===== src/rtl/uart_rx_fifo.sv =====
`timescale 1ns / 1ps
`default_nettype none
// ============================================================================
//  Module   : uart_rx_fifo
//  Purpose  : Parametrised UART receiver (data width, parity, stop bits) with
//             per-frame error flags and a first-word-fall-through frame FIFO.
//             Optional build macro: UART_RX_MAJORITY_EN (3-sample bit vote).
//  Revision : 1.0  initial release
// ============================================================================
module uart_rx_fifo #(
    parameter int CLK_PER_BIT = 434,
    parameter int DATA_BITS   = 8,
    parameter int PARITY      = 0,
    parameter int STOP_BITS   = 1,
    parameter int FIFO_DEPTH  = 4
) (
    input  logic                          clk,
    input  logic                          rst_n,
    input  logic                          rx_serial,
    output logic [DATA_BITS-1:0]          rx_data,
    output logic                          rx_frame_err,
    output logic                          rx_parity_err,
    output logic                          rx_valid,
    input  logic                          rx_ready,
    output logic                          rx_overrun,
    output logic [$clog2(FIFO_DEPTH):0]   rx_count
);

    localparam int CNT_W   = $clog2(CLK_PER_BIT);
    localparam int IDX_W   = $clog2(DATA_BITS);
    localparam int PTR_W   = $clog2(FIFO_DEPTH);
    localparam int ENTRY_W = DATA_BITS + 2;

    localparam logic [CNT_W-1:0] c_half_cnt = CNT_W'((CLK_PER_BIT - 1) / 2);
    localparam logic [CNT_W-1:0] c_last_cnt = CNT_W'(CLK_PER_BIT - 1);
    localparam logic [IDX_W-1:0] c_last_idx = IDX_W'(DATA_BITS - 1);
    localparam logic             c_last_stp = 1'(STOP_BITS - 1);

    typedef enum logic [2:0] {
        S_IDLE      = 3'd0,
        S_START     = 3'd1,
        S_DATA      = 3'd2,
        S_PARITY    = 3'd3,
        S_STOP      = 3'd4,
        S_WAIT_HIGH = 3'd5
    } state_t;

    logic                 sync1_q, rxs_q;
    logic [1:0]           settle_q;
    logic                 armed_q;
    logic                 w_sample;

    state_t               state_q, state_d;
    logic [CNT_W-1:0]     cnt_q, cnt_d;
    logic [IDX_W-1:0]     idx_q, idx_d;
    logic                 stp_q, stp_d;
    logic [DATA_BITS-1:0] shift_q, shift_d;
    logic                 perr_q, perr_d;
    logic                 ferr_q, ferr_d;
    logic                 w_wr;
    logic [ENTRY_W-1:0]   w_entry;

    logic [ENTRY_W-1:0]   mem_q [FIFO_DEPTH];
    logic [PTR_W:0]       wptr_q, rptr_q;
    logic                 overrun_q;
    logic                 w_empty, w_full, w_pop, w_push;
    logic [ENTRY_W-1:0]   w_head;

    always_ff @(posedge clk or negedge rst_n) begin
        if (!rst_n) begin
            sync1_q <= 1'b1;
            rxs_q   <= 1'b1;
        end else begin
            sync1_q <= rx_serial;
            rxs_q   <= sync1_q;
        end
    end

    // The synchroniser resets high, so the real line level is only known
    // after it has flushed; arm start detection once that level is high.
    always_ff @(posedge clk or negedge rst_n) begin
        if (!rst_n) begin
            settle_q <= 2'd0;
            armed_q  <= 1'b0;
        end else begin
            if (settle_q != 2'd2) settle_q <= settle_q + 2'd1;
            if (settle_q == 2'd2 && rxs_q) armed_q <= 1'b1;
        end
    end

`ifdef UART_RX_MAJORITY_EN
    // sync1_q already holds the value rxs_q takes next cycle, giving the +1
    // sample without adding latency.
    logic rxs_prev_q;

    always_ff @(posedge clk or negedge rst_n) begin
        if (!rst_n) rxs_prev_q <= 1'b1;
        else        rxs_prev_q <= rxs_q;
    end

    assign w_sample = (rxs_prev_q & rxs_q) | (rxs_q & sync1_q) | (rxs_prev_q & sync1_q);
`else
    assign w_sample = rxs_q;
`endif

    always_ff @(posedge clk or negedge rst_n) begin
        if (!rst_n) begin
            state_q <= S_IDLE;
            cnt_q   <= '0;
            idx_q   <= '0;
            stp_q   <= 1'b0;
            shift_q <= '0;
            perr_q  <= 1'b0;
            ferr_q  <= 1'b0;
        end else begin
            state_q <= state_d;
            cnt_q   <= cnt_d;
            idx_q   <= idx_d;
            stp_q   <= stp_d;
            shift_q <= shift_d;
            perr_q  <= perr_d;
            ferr_q  <= ferr_d;
        end
    end

    always_comb begin
        state_d = state_q;
        cnt_d   = cnt_q + 1'b1;
        idx_d   = idx_q;
        stp_d   = stp_q;
        shift_d = shift_q;
        perr_d  = perr_q;
        ferr_d  = ferr_q;
        w_wr    = 1'b0;
        w_entry = {ferr_q | ~w_sample, perr_q, shift_q};
        case (state_q)
            S_IDLE: begin
                cnt_d  = '0;
                idx_d  = '0;
                stp_d  = 1'b0;
                perr_d = 1'b0;
                ferr_d = 1'b0;
                if (armed_q && !rxs_q) state_d = S_START;
            end
            S_START: begin
                if (cnt_q == c_half_cnt) begin
                    cnt_d   = '0;
                    state_d = w_sample ? S_IDLE : S_DATA;
                end
            end
            S_DATA: begin
                if (cnt_q == c_last_cnt) begin
                    cnt_d          = '0;
                    shift_d[idx_q] = w_sample;
                    idx_d          = idx_q + 1'b1;
                    if (idx_q == c_last_idx) state_d = (PARITY != 0) ? S_PARITY : S_STOP;
                end
            end
            S_PARITY: begin
                if (cnt_q == c_last_cnt) begin
                    cnt_d   = '0;
                    perr_d  = (PARITY == 1) ? ~(^shift_q ^ w_sample) : (^shift_q ^ w_sample);
                    state_d = S_STOP;
                end
            end
            S_STOP: begin
                if (cnt_q == c_last_cnt) begin
                    cnt_d  = '0;
                    ferr_d = ferr_q | ~w_sample;
                    if (stp_q == c_last_stp) begin
                        w_wr    = 1'b1;
                        state_d = w_sample ? S_IDLE : S_WAIT_HIGH;
                    end else begin
                        stp_d = 1'b1;
                    end
                end
            end
            S_WAIT_HIGH: begin
                cnt_d = '0;
                if (rxs_q) state_d = S_IDLE;
            end
            default: state_d = S_IDLE;
        endcase
    end

    assign w_empty = (wptr_q == rptr_q);
    assign w_full  = (wptr_q[PTR_W] != rptr_q[PTR_W]) &&
                     (wptr_q[PTR_W-1:0] == rptr_q[PTR_W-1:0]);
    assign w_pop   = !w_empty && rx_ready;
    // A same-cycle pop frees the slot a full FIFO needs for the new frame.
    assign w_push  = w_wr && (!w_full || w_pop);

    always_ff @(posedge clk or negedge rst_n) begin
        if (!rst_n) begin
            wptr_q    <= '0;
            rptr_q    <= '0;
            overrun_q <= 1'b0;
            for (int i = 0; i < FIFO_DEPTH; i++) mem_q[i] <= '0;
        end else begin
            if (w_push) begin
                mem_q[wptr_q[PTR_W-1:0]] <= w_entry;
                wptr_q                   <= wptr_q + 1'b1;
            end
            if (w_pop) rptr_q <= rptr_q + 1'b1;
            overrun_q <= w_wr && w_full && !w_pop;
        end
    end

    assign w_head        = mem_q[rptr_q[PTR_W-1:0]];
    assign rx_data       = w_head[DATA_BITS-1:0];
    assign rx_parity_err = w_head[DATA_BITS];
    assign rx_frame_err  = w_head[DATA_BITS+1];
    assign rx_valid      = !w_empty;
    assign rx_overrun    = overrun_q;
    assign rx_count      = wptr_q - rptr_q;

endmodule
`default_nettype wire

===== config.mk =====
export PLATFORM = sky130hd
export DESIGN_NAME = uart_rx_fifo
export DESIGN_NICKNAME = d
export VERILOG_FILES = /design/src/rtl/uart_rx_fifo.sv
export SDC_FILE = /design/constraint.sdc
export NUM_CORES = 1
export LEC_CHECK = 0
export BUFFER_PORTS_ARGS = -buffer_cell sky130_fd_sc_hd__buf_2
export CAP_MARGIN = 20
export CORE_MARGIN = 5
export CORE_UTILIZATION = 60
export DETAILED_ROUTE_END_ITERATION = 8
export HOLD_SLACK_MARGIN = 0.06
export PLACE_DENSITY = 0.86
export SYNTH_ARGS = -nofsm -noshare
export SYNTH_HDL_FRONTEND = slang
export SYNTH_SLANG_ARGS = --single-unit

===== constraint.sdc =====
create_clock -name clk -period 6.7 [get_ports clk]
set_input_delay 1.34 -clock clk [delete_from_list [all_inputs] [get_ports clk]]
set_output_delay 1.34 -clock clk [all_outputs]
set_load 0.005 [all_outputs]

== Word-level counts from Yosys, hierarchy flattened ==
Cells that the tools add are included.

* Reductions and logical operators: 26
* $add $sub $neg: 6
* $lt $le $gt $ge: 5
* Bitwise logic cells: 5
* Muxes and demuxes: 35
* Equal/unequal tests: 21

{| class="wikitable"
|+ Operators with widths
! operator !! number
|-
| $bwmux W40 || 1
|-
| $mux W10 || 3
|-
| $mux W3 || 10
|-
| $pmux W9 S3 || 1
|-
| $bmux W10 S2 || 1
|-
| $demux W10 S2 || 1
|-
| $mux W9 || 2
|-
| $ne A2 B2 Y1 const B || 9
|-
| $pmux W3 S6 || 1
|-
| $add A3 B1 Y3 const B || 3
|-
| $add A9 B1 Y9 const B || 1
|-
| $eq A3 B3 Y1 const B || 3
|-
| $eq A9 B8 Y1 const B || 1
|-
| $eq A9 B9 Y1 const B || 1
|-
| $logic_and A1 B1 Y1 || 9
|-
| $bwmux W8 || 1
|-
| $mux W1 || 8
|-
| $reduce_and A2 Y1 || 4
|-
| $reduce_and A8 Y1 || 1
|-
| $reduce_xor A8 Y1 || 1
|-
| $eq A3 B2 Y1 const B || 2
|-
| $ge A3 B3 Y1 const B || 2
|-
| $not A2 Y3 || 2
|-
| $pmux W1 S2 || 3
|-
| other kinds (22) || 27
|}

* Input port bits: 4
* Bits in registers: 78
* Output and inout port bits: 15
* Logic and storage cells: 116

== Depth between registers and ports, before layout ==
Gate-level depths: netlist of the first run.

* Word-level depth: 6
* Depth in mapped cells: 8
* Depth with buffers taken out: 6

== Least setup slack after synthesis of the first run ==
No wires, ideal clock.

* Path kind: flip-flop to output port
* Start: register rptr_q[0]
* End: output port rx_data[0]
* Stages on the path, launching flop included: 3
* Data required time: 5.360 ns
* Path buffers: 1
* Setup slack: 4.138 ns
* Arrival: 1.222 ns
* Cell sequence: dfrtp_1 > buf_2 > mux4_2

* Word-level cells in the longest chain between the ends: 4

{| class="wikitable"
|+ RTL lines
! element !! RTL line !! RTL
|-
| start: declaration || 64 || <nowiki>logic [PTR_W:0] wptr_q, rptr_q;</nowiki>
|-
| start signal: assignment || 204 || <nowiki>if (w_pop) rptr_q <= rptr_q + 1'b1;</nowiki>
|-
| $not A2 Y3 (not written as such) || 209 || <nowiki>assign w_head = mem_q[rptr_q[PTR_W-1:0]];</nowiki>
|-
| $bmux W10 S2 || 209 ||
|-
| $mux W10 (not written as such) (2 in a row) || 209 ||
|-
| end: declaration || 20 || <nowiki>output logic [DATA_BITS-1:0] rx_data,</nowiki>
|}

Every way passes these cells. The select of a mux whose other input is x is not followed.

== Worst setup path after layout of the first run ==
* Start: register rptr_q[0]
* End: output port rx_count[1]

* Word-level cells in the longest chain between the ends: 1

{| class="wikitable"
|+ RTL lines
! element !! RTL line !! RTL
|-
| $sub A3 B3 Y3 || 215 || <nowiki>assign rx_count = wptr_q - rptr_q;</nowiki>
|-
| end: declaration || 26 || <nowiki>output logic [$clog2(FIFO_DEPTH):0] rx_count</nowiki>
|}

Every way passes these cells.

==> qor.csv, run 1 <==
metric;value;unit
Clock Sinks;78;
XOR/XNOR share of the synthesized area;0.0497;
fin nets;332;
CTS tree;done;
hold path start;sync1_q;
Synth Area in Adders;0.0460;
Mapped Cells;296;
DP Wirelength;4580;um
CTS clk-pin slew, worst paths;0.07;ns
final non-filler cell total;396;
FMAX;0.294;GHz
antenna-violating nets left;0;
Synth area leader;dfrtp_1;
synthesis-stage register bit count;78;
Slew headroom;0.365;
GRT overflow;0;
Clock Tree Root;clkbuf_8;
Tmin final;3.41;ns
number of synthesized flops with an enable pin;0;
All-Layer GR Usage;0.178;
crit path launch;rptr_q[0];
Peak VDD IR;0.206;mV
Main synth FF type;dfrtp_1;
Hold WC Path Type;reg2reg;
Post-Syn Nets;314;
Die W;91.4;um
H-tree depth;3;
Buffers on Ports;18;
worst slew pin tran;0.952;ns
clock network power share;0.415;
Reg power frac;0.473;
Area contributors post-synth;dfrtp_1, mux2_2, mux4_2, ha_1, xnor2_1;
sequential area share after synthesis;0.492;
post-CTS resize count;0;
Post-Route Skew;0.0114;ns
drt first pass iters;4;
status;finished, final reports clean;
internal power;835;uW
placed cells;380;
die height;91.4;um
final hold vios;0;
WHS Path Cells;0;
CP Max Fanout;13;
Critical R2R Launch;rptr_q[0];
period utilization;0.508;
postcts setup bufs;0;
Switching Fraction;0.251;
Sw Pwr;279;uW
Synth Cell Area;0.00397;sq mm
unrepaired setup endpoints after global routing;false;
Pwr per Cell Area;255;mW/mm^2
Unique masters post-synth;57;
Wirelength per Cell;17.2;um
first-pass GRT wire length;11900;um
YS warnings;0;
Final Setup Violations;0;
Die ar.;0.00835;sq mm
DR DRC count;0;
Syn-to-layout area delta;10.1;%
via count;2374;
largest net degree at the start of global routing;79;
Num CTS Buffers;9;
reg2reg setup slack;4.09;ns
Worst Hold End;rxs_q;
crit path setup slack, layout;3.29;ns
Post-synth ARST share;1.00;
FP Rows;29;
Simple-Gate Fraction of Synth Area;0.124;
reg2reg end;mem_q[7];
Arrival @ worst endpoint;2.07;ns
Comb power frac;0.112;
Lkg Pwr;0.00212;uW
setup TNS;0;ns
CTS hold repair buffers;0;
crit start category;flop;
Vias/cell;5.99;
initial DRC count;126;
vias in the first global route;2380;
Yosys top cell area share;0.479;
antenna violations before repair;0;
CP Capture Type;output port;
Slew Viols, Final;0;
# diodes;0;
Clock Path Buffers;2;
max_cap viols;0;
GPL Wtd Cong;0.849;
Synth Area in Compound Gates;0.0501;
worst reg2reg path depth;5;
Synth Area per Inst;13.4;sq um
layout cell share with drive strength beyond 1;0.335;
core area;0.00639;sq mm
Worst Path Required;5.36;ns
Setup CP Type;reg2out;
Placement Setup Slack;3.64;ns
initial core utilization;0.622;
multiplexer area fraction after synthesis;0.212;
I/O pin count;19;
clk_lat worst skew;0.35;ns
final WL;6830;um
largest family of logic cells by synthesized area;multiplexers;
==> Yosys cell counts, drive strengths merged, types with 2 or more instances <==
cell	number
dfstp	2
o21ai	2
xnor2	17
nor4b	4
mux2	50
xor2	3
nor3	8
nand2	14
nand2b	6
a22oi	2
nor3b	2
nor2	17
buf	7
nand4b	2
nand3	8
mux4	10
inv	12
o31a	2
dfrtp	76
mux2i	2
clkbuf	4
a21oi	2
o2bb2ai	3
ha	13
nor4	4
==> flip-flops by register name, indices dropped and copies added, names as in the netlist, 2 cells and up <==
register  cells
mem_q        40
cnt_q         9
shift_q       8
idx_q         3
rptr_q        3
state_q       3
wptr_q        3
settle_q      2
==> worst max-delay path: stages, from the launching register on <==
cell and delay (ns):
dfrtp_1 0.86, ha_1 0.29, fa_1 0.40, inv_1 0.06
buf_2 0.10
==> worst max-delay path by stage <==
stage / to / slack (ns)
6_report: rx_count[1] / 3.29
5_1_grt: rx_count[1] / 3.12
4_1_cts: rx_count[1] / 3.25
3_5_place_dp: rx_count[1] / 3.64
3_3_place_gp: rx_count[1] / 3.69
2_1_floorplan: rx_data[0] / 4.14
==> area by class of cell <==
class	instances	area, sq um
flip-flops and latches	78	1950
repair buffers	18	92.6
clock buffers	10	138
clock inverters	6	133
inverters	12	45.0
well taps	77	96.3
fillers	440	2010
multi-input cells	195	1920
==> power by group through the flow <==
stage / logic [uW] / registers [uW] / clock network [uW]
after floorplan: 117 / 513 / 0
final: 125 / 526 / 463
after detailed placement: 125 / 536 / 0
after global routing: 144 / 531 / 497
after global placement: 122 / 534 / 0
after CTS: 126 / 527 / 471
==> routing by layer <==
metal | track usage | vias to the layer above | share of wire
met1 | 0.242 | 1226 | 0.46
met2 | 0.276 | 31 | 0.49
li1 | - | 1109 | -
met3 | 0.0471 | 8 | 0.037
met5 | 0 | - | 0
met4 | 0.0623 | 0 | 0.014
==> cells by family (layout without fill, tap and decap cells) <==
group	count (synthesis)	in the layout
adder cells (fa/ha/maj)	14	14
flip-flops	78	78
multiplexers	62	62
AO/OA/AOI/OAI	24	24
AND/OR/NAND/NOR	74	74
buffers and inverters	23	46
XOR/XNOR	21	21
==> layout by cell type (no fill, tap or decap), types with 9 or more instances in the layout <==
cell type  netlist  routed
mux4_2          10      10
clkbuf_8         0      10
nor2_1          17      17
dfrtp_1         76      76
xnor2_1         17      17
mux2_2          36      36
inv_1           12      12
buf_2            2      17
mux2_4           9       9
nand2_1         11      11
ha_1            13      13
==> per-stage QoR <==
step	area [sq um]	power [uW]	hold slack, ns	util
floorplan	3970	630	0.345	-
global placement	4100	656	0.346	0.643
detailed placement	4100	661	0.347	0.643
CTS	4370	1120	0.358	0.685
global route	4370	1170	0.361	0.685
finish	4370	1110	0.357	0.685
Power figures use the tool's default switching activity.
==> inputs of run 2 (changes only) <==
--- a/config.mk
+++ b/config.mk
@@ -8,10 +8,10 @@
 export BUFFER_PORTS_ARGS = -buffer_cell sky130_fd_sc_hd__buf_2
 export CAP_MARGIN = 20
 export CORE_MARGIN = 5
-export CORE_UTILIZATION = 60
+export CORE_UTILIZATION = 55
 export DETAILED_ROUTE_END_ITERATION = 8
 export HOLD_SLACK_MARGIN = 0.06
-export PLACE_DENSITY = 0.86
+export PLACE_DENSITY = 0.83
 export SYNTH_ARGS = -nofsm -noshare
 export SYNTH_HDL_FRONTEND = slang
 export SYNTH_SLANG_ARGS = --single-unit
==> constraint.sdc (replaced) <==
create_clock -name clk -period 2.75 [get_ports clk]
set_input_delay 0.55 -clock clk [delete_from_list [all_inputs] [get_ports clk]]
set_output_delay 0.55 -clock clk [all_outputs]
set_load 0.005 [all_outputs]
==> qor.csv, run 2 (same netlist as run 1, synthesis figures left out) <==
metric;value;unit
status;finished, final reports clean;
Worst Hold End;sync1_q;
initial DRC count;139;
Worst Path Required;2.97;ns
CTS clk-pin slew, worst paths;0.09;ns
vias in the first global route;2511;
Setup CP Type;reg2reg;
met2 WL;3720;um
Lkg Pwr;0.00215;uW
reg2reg end;mem_q[0];
crit start category;flop;
I/O pin count;19;
clk_lat worst skew;0.35;ns
GPL Wtd Cong;0.788;
largest net degree at the start of global routing;79;
Reg power frac;0.468;
period utilization;0.857;
Peak VDD IR;0.360;mV
Arrival @ worst endpoint;2.58;ns
final hold vios;0;
max reg flops;40;
biggest regs;mem_q x40, cnt_q x9, shift_q x8;
All-Layer GR Usage;0.183;
drt first pass iters;4;
DR top layer;met4;
Syn-to-layout area delta;12.3;%
Pwr per Cell Area;598;mW/mm^2
Core Util, Final;0.625;
worst slew pin tran;0.676;ns
Post-Route Skew;0.0163;ns
clock network power share;0.394;
DR DRC count;0;
core area;0.00714;sq mm
first-pass GRT wire length;12700;um
Wirelength per Cell;17.1;um
antenna-violating nets left;0;
hold path start;rx_serial;
Vias/cell;5.65;
setup TNS;0;ns
commonest non-fill, non-tap cell in the layout;dfrtp_1;
DP Wirelength;4960;um
DR WL met3;226;um
CTS tree;done;
via count;2407;
Clock Tree Root;clkbuf_8;
Fillers;553;
# diodes;0;
placed cells;408;
Clock Sinks;78;
WHS Path Cells;1;
Buffers on Ports;18;
GRT overflow;0;
commonest cells after routing, fill and taps aside;dfrtp_1, mux2_2, nor2_1, xnor2_1, buf_2;
Num CTS Buffers;9;
WL met1;3290;um
H-tree depth;3;
Critical R2R Launch;wptr_q[0];
Tmin final;2.36;ns
Largest Register;mem_q;
Switching Fraction;0.262;
Sw Pwr;699;uW
fin nets;340;
antenna violations before repair;0;
CP Capture Type;flop;
Clock Path Buffers;2;
Hold WC Path Type;in2reg;
final WL;7300;um
final non-filler cell total;426;
CP Max Fanout;11;
Slew headroom;0.548;
internal power;1970;uW
initial core utilization;0.557;
FMAX;0.424;GHz
Die ar.;0.00903;sq mm
reg2reg setup slack;0.39;ns
die height;95;um
FP Rows;31;
worst reg2reg path depth;6;
Final Setup Violations;0;
unrepaired setup endpoints after global routing;false;
layout cell share with drive strength beyond 1;0.346;
Comb power frac;0.138;
Slew Viols, Final;0;
Die W;95;um
max_cap viols;0;
## run 2: critical path: stages (launching register included)
cell	delay [ns]
dfrtp_1	0.39
inv_1	0.11
ha_1	0.34
nand3b_1	0.13
o2111a_2	0.32
nand2_1	0.52
mux2_2	0.41
## run 2: worst max-delay path by stage
stage / slack, ns / from / endpoint
floorplan: 0.56 / rptr_q[1] / mem_q[1]
global placement: 0.56 / wptr_q[0] / mem_q[0]
detailed placement: 0.45 / wptr_q[0] / mem_q[0]
CTS: 0.41 / wptr_q[0] / mem_q[0]
global route: 0.30 / wptr_q[0] / mem_q[0]
finish: 0.39 / wptr_q[0] / mem_q[0]
## run 2: power by group through the flow
stage               combinational (uW)  clock, uW  sequential (uW)
floorplan                          285          0             1250
global placement                   352          0             1270
global route                       421       1130             1260
finish                             369       1050             1250
CTS                                366       1070             1250
detailed placement                 360          0             1270
## run 2: metal layers
metal	track usage	vias to the layer above
met4	0.0445	0
met5	0	-
li1	-	1128
met2	0.309	36
met3	0.0438	7
met1	0.239	1236
## run 2: area by class of cell
cell class | instances | area, sq um | share of cell area
clock inverter | 5 | 106 | 0.0238
sequential | 78 | 1950 | 0.438
tap | 99 | 124 | 0.0278
multi-input combinational | 195 | 1920 | 0.429
inverter | 12 | 45.0 | 0.0101
clock buffer | 11 | 141 | 0.0317
timing repair buffer | 26 | 175 | 0.0393
## run 2: what timing repair did
item                                    CTS  global route
gates resized for setup                   0             0
endpoints found under the hold margin     0             9
endpoints found under the setup margin    0             0
hold buffers                              0             1
buffers inserted                          0             0
## run 2: metrics by stage
step	area [sq um]	hold slack (ns)	setup slack (ns)	total power [uW]
6_report	4460	0.307	0.394	2670
3_3_place_gp	4180	0.346	0.565	1620
5_1_grt	4460	0.280	0.296	2810
4_1_cts	4420	0.291	0.408	2690
2_1_floorplan	3970	0.254	0.560	1530
3_5_place_dp	4180	0.347	0.451	1630
==> inputs of run 3 (changes only) <==
--- a/config.mk
+++ b/config.mk
@@ -8,10 +8,10 @@
 export BUFFER_PORTS_ARGS = -buffer_cell sky130_fd_sc_hd__buf_2
 export CAP_MARGIN = 20
 export CORE_MARGIN = 5
-export CORE_UTILIZATION = 55
+export CORE_UTILIZATION = 45
 export DETAILED_ROUTE_END_ITERATION = 8
 export HOLD_SLACK_MARGIN = 0.06
-export PLACE_DENSITY = 0.83
+export PLACE_DENSITY = 0.72
 export SYNTH_ARGS = -nofsm -noshare
 export SYNTH_HDL_FRONTEND = slang
 export SYNTH_SLANG_ARGS = --single-unit
==> qor.csv, run 3 (same netlist as run 1, synthesis figures left out) <==
metric;value;unit
worst-path cell chain;inv_1 -> ha_1 -> fa_1 -> xnor2_1 -> buf_2;
FMAX;0.437;GHz
WHS Path Cells;1;
vias in the first global route;2430;
layout cell share with drive strength beyond 1;0.347;
biggest regs;mem_q x40, cnt_q x9, shift_q x8;
unrepaired setup endpoints after global routing;false;
reg2reg end;mem_q[0];
via count;2399;
total power;2630;uW
Worst path slowest cell;dfrtp_1;
Fillers;717;
DP Wirelength;4840;um
Core Util, Final;0.514;
commonest non-fill, non-tap cell in the layout;dfrtp_1;
hold path start;rx_serial;
drt first pass iters;4;
CP Capture Type;output port;
Reg power frac;0.474;
Vias/cell;5.53;
fin nets;340;
Arrival @ worst endpoint;1.74;ns
Sw Pwr;698;uW
reg2reg setup slack;0.47;ns
H-tree depth;3;
Comb power frac;0.139;
Tmin final;2.29;ns
setup TNS;0;ns
Clock Sinks;78;
internal power;1940;uW
period utilization;0.831;
core area;0.00868;sq mm
status;finished, final reports clean;
Slew headroom;0.573;
Buffers on Ports;18;
Critical R2R Launch;wptr_q[0];
Num CTS Buffers;9;
GRT overflow;0;
crit start category;flop;
max reg flops;40;
final WL;7130;um
postcts setup bufs;0;
placed cells;417;
Clock Path Buffers;2;
die height;104;um
largest net degree at the start of global routing;79;
Setup CP Type;reg2out;
Final Setup Violations;0;
Clock Tree Root;clkbuf_8;
Die ar.;0.0108;sq mm
FP Rows;34;
Peak VDD IR;0.294;mV
Largest Register;mem_q;
Syn-to-layout area delta;12.2;%
CTS clk-pin slew, worst paths;0.09;ns
Die W;104;um
antenna-violating nets left;0;
Hold WC Path Type;in2reg;
Worst Path Required;2.20;ns
CP Max Fanout;4;
Slew Viols, Final;0;
I/O pin count;19;
final non-filler cell total;434;
clk_lat worst skew;0.35;ns
initial DRC count;106;
antenna violations before repair;0;
CTS tree;done;
first-pass GRT wire length;12400;um
# diodes;0;
DR DRC count;0;
Wirelength per Cell;16.4;um
worst slew pin tran;0.640;ns
Pwr per Cell Area;591;mW/mm^2
Post-Route Skew;0.0141;ns
Switching Fraction;0.265;
commonest cells after routing, fill and taps aside;dfrtp_1, mux2_2, nor2_1, xnor2_1, buf_2;
final hold vios;0;
worst reg2reg path depth;6;
Lkg Pwr;0.00215;uW
Worst Hold End;sync1_q;
post-CTS resize count;0;
max_cap viols;0;
initial core utilization;0.458;
clock network power share;0.387;
Largest stage delay, worst path;0.38;ns
All-Layer GR Usage;0.141;
GPL Wtd Cong;0.743;
==> run 3: through the flow <==
step                setup slack [ns]  instance area [sq um]  hold WS [ns]
floorplan                      0.560                   3970         0.254
CTS                            0.433                   4420         0.289
global route                   0.338                   4460         0.285
global placement               0.567                   4190         0.347
detailed placement             0.481                   4190         0.357
finish                         0.464                   4460         0.302
==> run 3: power groups by stage <==
stage                     registers [uW]  clock network, uW  logic [uW]
final                               1250               1020         366
after global routing                1260               1100         417
after CTS                           1250               1040         363
after detailed placement            1270                  0         362
after global placement              1270                  0         357
after floorplan                     1250                  0         285
==> run 3: how the worst max path moves through the flow <==
stage / from / endpoint / slack [ns] / cells after the start
after floorplan: rptr_q[1] / mem_q[1] / 0.56 / 8
after global placement: wptr_q[0] / mem_q[0] / 0.57 / 6
after detailed placement: wptr_q[0] / mem_q[0] / 0.48 / 6
after CTS: wptr_q[0] / rx_count[2] / 0.43 / 5
after global routing: wptr_q[0] / rx_count[2] / 0.34 / 5
final: wptr_q[0] / rx_count[2] / 0.46 / 5
==> run 3: layer usage <==
| layer | global-route usage | up-vias | wire length [um] |
|---|---|---|---|
| li1 | - | 1129 | - |
| met1 | 0.192 | 1221 | 3240 |
| met2 | 0.219 | 40 | 3550 |
| met3 | 0.0341 | 9 | 232 |
| met4 | 0.0527 | 0 | 107 |
| met5 | 0 | - | 0 |
==> run 3: worst max-delay path: cells and delay by family (launching register included) <==
family                   cells  cell delay, ns
XOR/XNOR                     1            0.15
buffers and inverters        2            0.25
flip-flops                   1            0.38
adder cells (fa/ha/maj)      2            0.60
==> run 3: final cells by class <==
class                   count  area [sq um]  share of cell area
repair buffers             26           175              0.0393
inverters                  12          45.0              0.0101
clock inverters             6           111              0.0250
multi-input cells         195          1920               0.429
well taps                 108           135              0.0303
clock buffers               9           124              0.0278
flip-flops and latches     78          1950               0.438
==> run 3: repair_timing <==
action	in CTS	in global routing
endpoints found under the hold margin	0	3
endpoints found under the setup margin	0	0
hold buffers	0	1
